$ cat src/rtl/dm_access_ctrl_pkg.sv
// dm_access_ctrl_pkg: size codes, FSM states and alignment helper for the data-memory access controller
package dm_access_ctrl_pkg;
    localparam int ADDR_LSB = 2;
    localparam int ADDR_MSB = 11;
    localparam int AW = ADDR_MSB - ADDR_LSB + 1;
    localparam logic [1:0] SIZE_BYTE = 2'b00;
    localparam logic [1:0] SIZE_HALF = 2'b01;
    localparam logic [1:0] SIZE_WORD = 2'b10;
    typedef enum logic {ST_IDLE, ST_MERGE} state_e;
    function automatic logic misaligned(input logic [1:0] size, input logic [1:0] off);
        return size == 2'b11 || (size == SIZE_HALF && off[0]) || (size == SIZE_WORD && off != 2'b00);
    endfunction
endpackage

$ cat src/rtl/dm_access_ctrl_lane_unit.sv
// dm_access_ctrl_lane_unit: load lane extract/extend and store lane insert into a memory word
module dm_access_ctrl_lane_unit
    import dm_access_ctrl_pkg::*;
(
    input  logic [1:0]  size,
    input  logic        signext,
    input  logic [1:0]  off,
    input  logic [31:0] word,
    input  logic [31:0] wdata,
    output logic [31:0] load_data,
    output logic [31:0] merged
);
    logic [7:0]  b;
    logic [15:0] h;
    always_comb begin
        b = word[{off, 3'b000} +: 8];
        h = off[1] ? word[31:16] : word[15:0];
        load_data = size == SIZE_BYTE ? {{24{signext & b[7]}}, b} :
                    size == SIZE_HALF ? {{16{signext & h[15]}}, h} : word;
        merged = word;
        if (size == SIZE_BYTE)
            merged[{off, 3'b000} +: 8] = wdata[7:0];
        else
            merged[{off[1], 4'b0000} +: 16] = wdata[15:0];
    end
endmodule

$ cat src/rtl/dm_access_ctrl.sv
// dm_access_ctrl: MEM-stage data-memory initiator with read-modify-write for sub-word stores
module dm_access_ctrl
    import dm_access_ctrl_pkg::*;
(
    input  logic          clk,
    input  logic          rst,
    input  logic          req_valid,
    input  logic          req_we,
    input  logic [1:0]    req_size,
    input  logic          req_signext,
    input  logic [31:0]   req_addr,
    input  logic [31:0]   req_wdata,
    output logic          busy,
    output logic [31:0]   rdata,
    output logic          rdata_valid,
    output logic          fault,
    output logic [AW-1:0] dm_addr,
    output logic [31:0]   dm_din,
    output logic          dm_wr,
    input  logic [31:0]   dm_dout
);
    state_e        state_q, state_d;
    logic [AW-1:0] addr_q, addr_d;
    logic [31:0]   merge_q, merge_d, rdata_q, rdata_d;
    logic          rdata_valid_q, rdata_valid_d, fault_q, fault_d;
    logic          idle, bad, go, is_ld, is_sw, is_sub;
    logic [31:0]   load_data, merged;
    logic          addr_hi_unused;

    assign addr_hi_unused = ^req_addr[31:ADDR_MSB+1];

    dm_access_ctrl_lane_unit u_lane (
        .size      (req_size),
        .signext   (req_signext),
        .off       (req_addr[1:0]),
        .word      (dm_dout),
        .wdata     (req_wdata),
        .load_data (load_data),
        .merged    (merged)
    );

    // reset in the MERGE cycle must suppress the pending write, hence the rst terms
    always_comb begin
        idle          = state_q == ST_IDLE;
        bad           = misaligned(req_size, req_addr[1:0]);
        go            = req_valid & idle & ~rst;
        is_ld         = go & ~bad & ~req_we;
        is_sw         = go & ~bad & req_we & (req_size == SIZE_WORD);
        is_sub        = go & ~bad & req_we & (req_size != SIZE_WORD);
        busy          = is_sub;
        dm_wr         = is_sw | (~idle & ~rst);
        dm_addr       = idle ? req_addr[ADDR_MSB:ADDR_LSB] : addr_q;
        dm_din        = is_sw ? req_wdata : dm_wr ? merge_q : '0;
        state_d       = is_sub ? ST_MERGE : ST_IDLE;
        addr_d        = is_sub ? req_addr[ADDR_MSB:ADDR_LSB] : addr_q;
        merge_d       = is_sub ? merged : merge_q;
        rdata_d       = is_ld ? load_data : rdata_q;
        rdata_valid_d = is_ld;
        fault_d       = go & bad;
    end

    always_ff @(posedge clk) begin
        if (rst) begin
            state_q       <= ST_IDLE;
            addr_q        <= '0;
            merge_q       <= '0;
            rdata_q       <= '0;
            rdata_valid_q <= 1'b0;
            fault_q       <= 1'b0;
        end else begin
            state_q       <= state_d;
            addr_q        <= addr_d;
            merge_q       <= merge_d;
            rdata_q       <= rdata_d;
            rdata_valid_q <= rdata_valid_d;
            fault_q       <= fault_d;
        end
    end

    assign rdata       = rdata_q;
    assign rdata_valid = rdata_valid_q;
    assign fault       = fault_q;
endmodule

$ cat config.mk
export PLATFORM = sky130hd
export DESIGN_NAME = dm_access_ctrl
export DESIGN_NICKNAME = d
export VERILOG_FILES = /design/src/rtl/dm_access_ctrl_pkg.sv /design/src/rtl/dm_access_ctrl_lane_unit.sv /design/src/rtl/dm_access_ctrl.sv
export SDC_FILE = /design/constraint.sdc
export NUM_CORES = 1
export LEC_CHECK = 0
export BUFFER_PORTS_ARGS = -buffer_cell sky130_fd_sc_hd__buf_2
export CAP_MARGIN = 20
export CORE_MARGIN = 2
export CORE_UTILIZATION = 45
export CTS_BUF_LIST = sky130_fd_sc_hd__clkbuf_2 sky130_fd_sc_hd__clkbuf_4 sky130_fd_sc_hd__clkbuf_8
export DETAILED_ROUTE_END_ITERATION = 12
export HOLD_SLACK_MARGIN = 0.08
export PLACE_DENSITY = 0.76
export SYNTH_ARGS = -nofsm -noshare
export SYNTH_HDL_FRONTEND = slang
export SYNTH_SLANG_ARGS = --single-unit
$ cat constraint.sdc
create_clock -name clk -period 1.85 [get_ports clk]
set_input_delay 0.185 -clock clk [delete_from_list [all_inputs] [get_ports clk]]
set_output_delay 0.185 -clock clk [all_outputs]
set_load 0.02 [all_outputs]
# After elaboration in Yosys (flattened, before gate mapping)
# Cells that the tools add are included.
[classes] bitwise=16 eq_ne=4 add_sub_neg=2 shifts=5 n_mux=10 n_reduce_logical=6
[ops] op="$mux 32" count=5
[ops] op="$bwmux 32" count=2
[ops] op="$shift 16x7->32 const A" count=1
[ops] op="$shift 8x7->32 const A" count=1
[ops] op="$shiftx 16x7->32" count=1
[ops] op="$shiftx 32x6->8" count=1
[ops] op="$shiftx 8x7->32" count=1
[ops] op="$mux 16" count=1
[ops] op="$neg 5->7" count=2
[ops] op="$and 1x1->1" count=11
[ops] op="$mux 10" count=1
[ops] op="$eq 2x2->1 const B" count=2
[ops] op="$not 1->1" count=4
[ops] op="$eq 2x1->1 const B" count=1
[ops] op="$logic_and 1x1->1" count=2
[ops] op="$logic_not 2->1" count=1
[ops] op="$logic_or 1x1->1" count=2
[ops] op="$ne 2x2->1 const B" count=1
[ops] op="$reduce_bool 2->1" count=1
[ops] op="$mux 1" count=1
[ops] op="$or 1x1->1" count=1
[word_totals] out_inout_bits=78 register_bits=77 inputBits=103

# Longest topological paths before layout
[depth] ltp_word=11 ltp_mapped=10

# Modules after synthesis
# Synthesis repeated with hierarchy kept, for this count alone.
[hier_totals] hier_cells=518 hier_area_um2=5158.7
[modules_own_cells] module="dm_access_ctrl" seq_area_each_um2=1541.5 area_per_inst_um2=3549.7 cells_each=314 n_inst=1
[modules_own_cells] module="dm_access_ctrl_lane_unit" seq_area_each_um2=0.0 area_per_inst_um2=1609.0 cells_each=204 n_inst=1

# Least setup slack after synthesis
# Ideal clock, no wire load.
[synth_path] path_kind="input to register" start="input req_addr[0]" end="register merge_q[30]" setup_slack_ps=-2 arrival_time_ps=1782 n_path_buf=2 cell_stages=8 cell_sequence="buf_4 -> inv_1 -> ha_1 -> nor4bb_1 -> clkbuf_1 -> a221oi_1 -> a211o_1 -> a21oi_1"
[synth_between] elab_chain_cells=7 elab_cells_between_ends=14 classes_between="1 x add/sub; 2 x shift; 2 x mux; 4 x bitwise; 5 x reduce/logical"
[synth_lines] element="start: declaration" line="dm_access_ctrl.sv:11" source="input logic [31:0] req_addr,"
[synth_lines] element="branches (longest 7 deep; another with $neg 5->7)"
[synth_lines] element="end signal: assignment" line="dm_access_ctrl.sv:73" source="merge_q <= merge_d;"
[synth_lines] element="end: declaration" line="dm_access_ctrl.sv:24" source="logic [31:0] merge_q, merge_d, rdata_q, rdata_d;"
# Parallel ways; which one is timed is not known.
# A chain may end at the register's enable or synchronous reset.

# Final worst setup path
[layout_path] start="register state_q" end="output dm_wr"
[layout_between] elab_chain_cells=7 elab_cells_between_ends=8 classes_between="8 x bitwise"
[layout_lines] element="start: declaration" line="dm_access_ctrl.sv:22" source="state_e state_q, state_d;"
[layout_lines] element="start signal: assignment" line="dm_access_ctrl.sv:71" source="state_q <= state_d;"
[layout_lines] element="$not 1->1" line="dm_access_ctrl.sv:44" source="idle = state_q == ST_IDLE;"
[layout_lines] element="$and 1x1->1 (2 in a row)" line="dm_access_ctrl.sv:46" source="go = req_valid & idle & ~rst;"
[layout_lines] element="$and 1x1->1 (3 in a row)" line="dm_access_ctrl.sv:48" source="is_sw = go & ~bad & req_we & (req_size == SIZE_WORD);"
[layout_lines] element="$or 1x1->1 *" line="dm_access_ctrl.sv:51" source="dm_wr = is_sw | (~idle & ~rst);"
[layout_lines] element="end: declaration" line="dm_access_ctrl.sv:19" source="output logic dm_wr,"
# Mark *: on every way between the ends. The rest lies on a longest branch, timed or not.

==> flow_summary.ini <==
[outcome]
outcome = finished with violations
violations = setup timing

[routing]
first_pass_iters = 5
drc = 0
num_vias = 4638
wl_per_cell_um = 18.5
via_per_inst = 5.91
drt-initial-drc-count = 304
ant_nets = 0
routed_wl_um = 14500

[power]
pwr-share-clk_pct = 33.9
combPwrFrac_pct = 19.5
internal-power_w = 0.00262
power_density_nw_per_um2 = 635
peakVddDrop_mv = 0.299
seqPwrFrac_pct = 46.6
p_sw_w = 0.00110
power_leakage_nw = 2.46
p_sw_share_pct = 29.5

[yosys]
synthTopCellsByCount = 77 x dfxtp_1, 68 x nand2_1, 50 x nor2_1
synth.most_common_cell = dfxtp_1
yosysUniqueCellTypes = 47
ys_ff_latch = 77
synth_nets = 603
yosys_warnings = 0
synth_ff_type = dfxtp_1
synthesis.instances = 496
synthTopCellsByArea = dfxtp_1 35%, a221oi_1 6.4%, a22o_1 6.4%
yosys.area.top_type = dfxtp_1
ys_seq_area_share_pct = 35.0
async_flop_share_pct = 0
postSynthAreaPerCell_um2 = 8.87
yosysTopAreaCellShare_pct = 35.0
netlist_area_um2 = 4400
synth_edf_count = 0

[clocking]
clk_pin_slew_ns = 0.08
clock_sinks = 77
cts_post_setup_buffers_inserted = 0
htree_num_levels = 3
insertion_delay_ns = 0.37
cts_root_buf = clkbuf_8
cts_max_path_buffers = 2
numCtsBuffers = 9
tritoncts = built

[global_route]
grt_busiest_layer = met2
antenna_found_initial = 0
grt_max_degree = 48
grt.overflow.total = 0
use_met3_pct = 6.64
grt_use_met2_pct = 43.5
grt_pass1_vias = 4380
globalRouteMet1Util_pct = 36.7
grt_pass1_wl_um = 22500
gr-usage-all-layers_pct = 27.7

[floorplanning]
initial_core_util_pct = 45.7
num_rows = 36
io_pins = 181
die_w_um = 103
die-area_um2 = 10600
fp.dieH_um = 103
core_area_um2 = 9640

[worst_hold_path]
hold_path_startpoint = req_addr[9]
whs_path_depth = 3
hold_path_end = addr_q[7]
hp-class = input pin to flop

[timing]
fmax_mhz = 527
finClkSkew_ns = 0.00693
timing.final.ws_setup_ns = -0.0470
tightest_slew_ns = 0.601
drv_slew = 0
rsz0062_at_grt = yes
fin_crit_sh_pct = 103
slew_headroom_pct = 59.9
hold_violations = 0
post-route-min-period_ns = 1.90
finalSetupViolations = 33
hold_ws_ns = 0.0947

[worst_setup_path]
cp_slowest_cell = dfxtp_2
crit_path_end_kind = output port
startpoint_type = flop
critical_path.max_stage_delay_ns = 0.36
r2r-end = merge_q[26]
cp.required_ns = 1.66
reg2reg_depth = 5
crit_family = simple AND/OR/NAND/NOR gates
worstPathArrival_ns = 1.71
worstSetupPathType = flop to output port
path_buf_inv = 2
timing.rr.start = state_q
cp_cell_sequence = and4bb_1 > and3_4 > buf_12 > or2_2 > buf_2
reg2reg_slack_ns = 0.26
path_max_fanout = 33

[cells_and_area]
final_area_um2 = 5850
area_growth_syn_to_layout_pct = 32.9
drive_gt1_share_pct = 37.1
n_antenna_cell = 0
final_net_count = 754

[job]
cap_violations = 0

[placement]
numPortBuffers = 160
place.gp.congestion = 0.914
dp_hpwl_um = 10400
placed_cell_area_um2 = 5360
## final cells by class
class / count / area, µm²
Fill cell: 859 / 3790
Multi-Input combinational cell: 361 / 2600
Clock inverter: 7 / 66.3
Inverter: 7 / 28.8
Sequential cell: 77 / 1540
Timing Repair Buffer: 191 / 1320
Clock buffer: 9 / 124
Tap cell: 133 / 166
## worst max-delay path by stage
stage	start	to	slack, ns	cells after the start
2_1_floorplan	req_addr[1]	dm_din[10]	0.02	8
3_3_place_gp	req_addr[0]	merge_q[1]	0.07	7
3_5_place_dp	req_addr[0]	merge_q[6]	0.03	7
4_1_cts	state_q	dm_wr	-0.06	5
5_1_grt	state_q	dm_wr	-0.1	5
6_report	state_q	dm_wr	-0.05	5
## timing repair
item                       4_1_cts  5_1_grt
resized for setup               48       17
hold buffers                    10        0
gates cloned                     0        0
setup endpoints to repair       34       34
pin swaps                       15        1
hold endpoints to repair        10        0
## cell usage in the layout, fill, tap and decap left out, types with 2 or more instances in the layout
master and instances:
nor3_1 16, a211oi_2 10, a21oi_1 29, buf_4 18
buf_2 128, ha_1 4, nor2_1 50, clkinv_2 4
a211oi_1 14, clkbuf_8 9, nand2b_1 9, buf_6 29
a221oi_1 32, o211ai_1 7, dlygate4sd3_1 10, mux4_2 8
dfxtp_1 76, buf_12 6, nand2_1 67, a311oi_1 7
inv_1 6, mux2i_1 16, a211o_1 16, mux2_2 17
o21a_1 2, a22o_1 32, nand3b_1 2
## flip-flops by register name (all words and copies together), names as in the netlist
name and count:
state_q 1, rdata 32, addr_q 10, merge_q 32, rdata_valid 1, fault 1
## stage by stage
step	instances	setup slack, ns	setup TNS [ns]	power (W)	util (%)
3_5_place_dp	759	0.0290	0	0.00246	55.6
3_3_place_gp	759	0.0717	0	0.00244	55.6
4_1_cts	785	-0.0554	-0.846	0.00372	60.0
2_1_floorplan	496	0.0182	0	0.00217	-
6_report	785	-0.0470	-0.654	0.00371	60.7
5_1_grt	785	-0.0981	-2.61	0.00387	60.7
## power by group through the flow
stage | clock [W] | combinational, W | sequential (W)
finish | 0.00126 | 0.000723 | 0.00173
floorplan | 0 | 0.000376 | 0.00180
global placement | 0 | 0.000669 | 0.00177
global route | 0.00136 | 0.000780 | 0.00174
detailed placement | 0 | 0.000686 | 0.00177
CTS | 0.00128 | 0.000710 | 0.00173
## worst min-delay path: stages
cell and delay [ns]:
buf_2 0.11, nand2_1 0.06, a21oi_1 0.06
## metal layers
layer	routed length, µm	vias up
li1	-	2159
met1	6120	2183
met2	6650	261
met3	1370	35
met4	396	0
met5	0	-
## kinds of logic (layout without fill, tap and decap cells)
family,Yosys count,in the layout,synth area share [%]
adders and majority gates,4,4,1.14
buffers and inverters,58,214,6.20
and+or+nand+nor,159,159,16.0
muxes,41,41,12.1
DFF,77,77,35.0
AOI/OAI and AO/OA,157,157,29.5
Note: power is estimated with default switching activity, not from simulation.
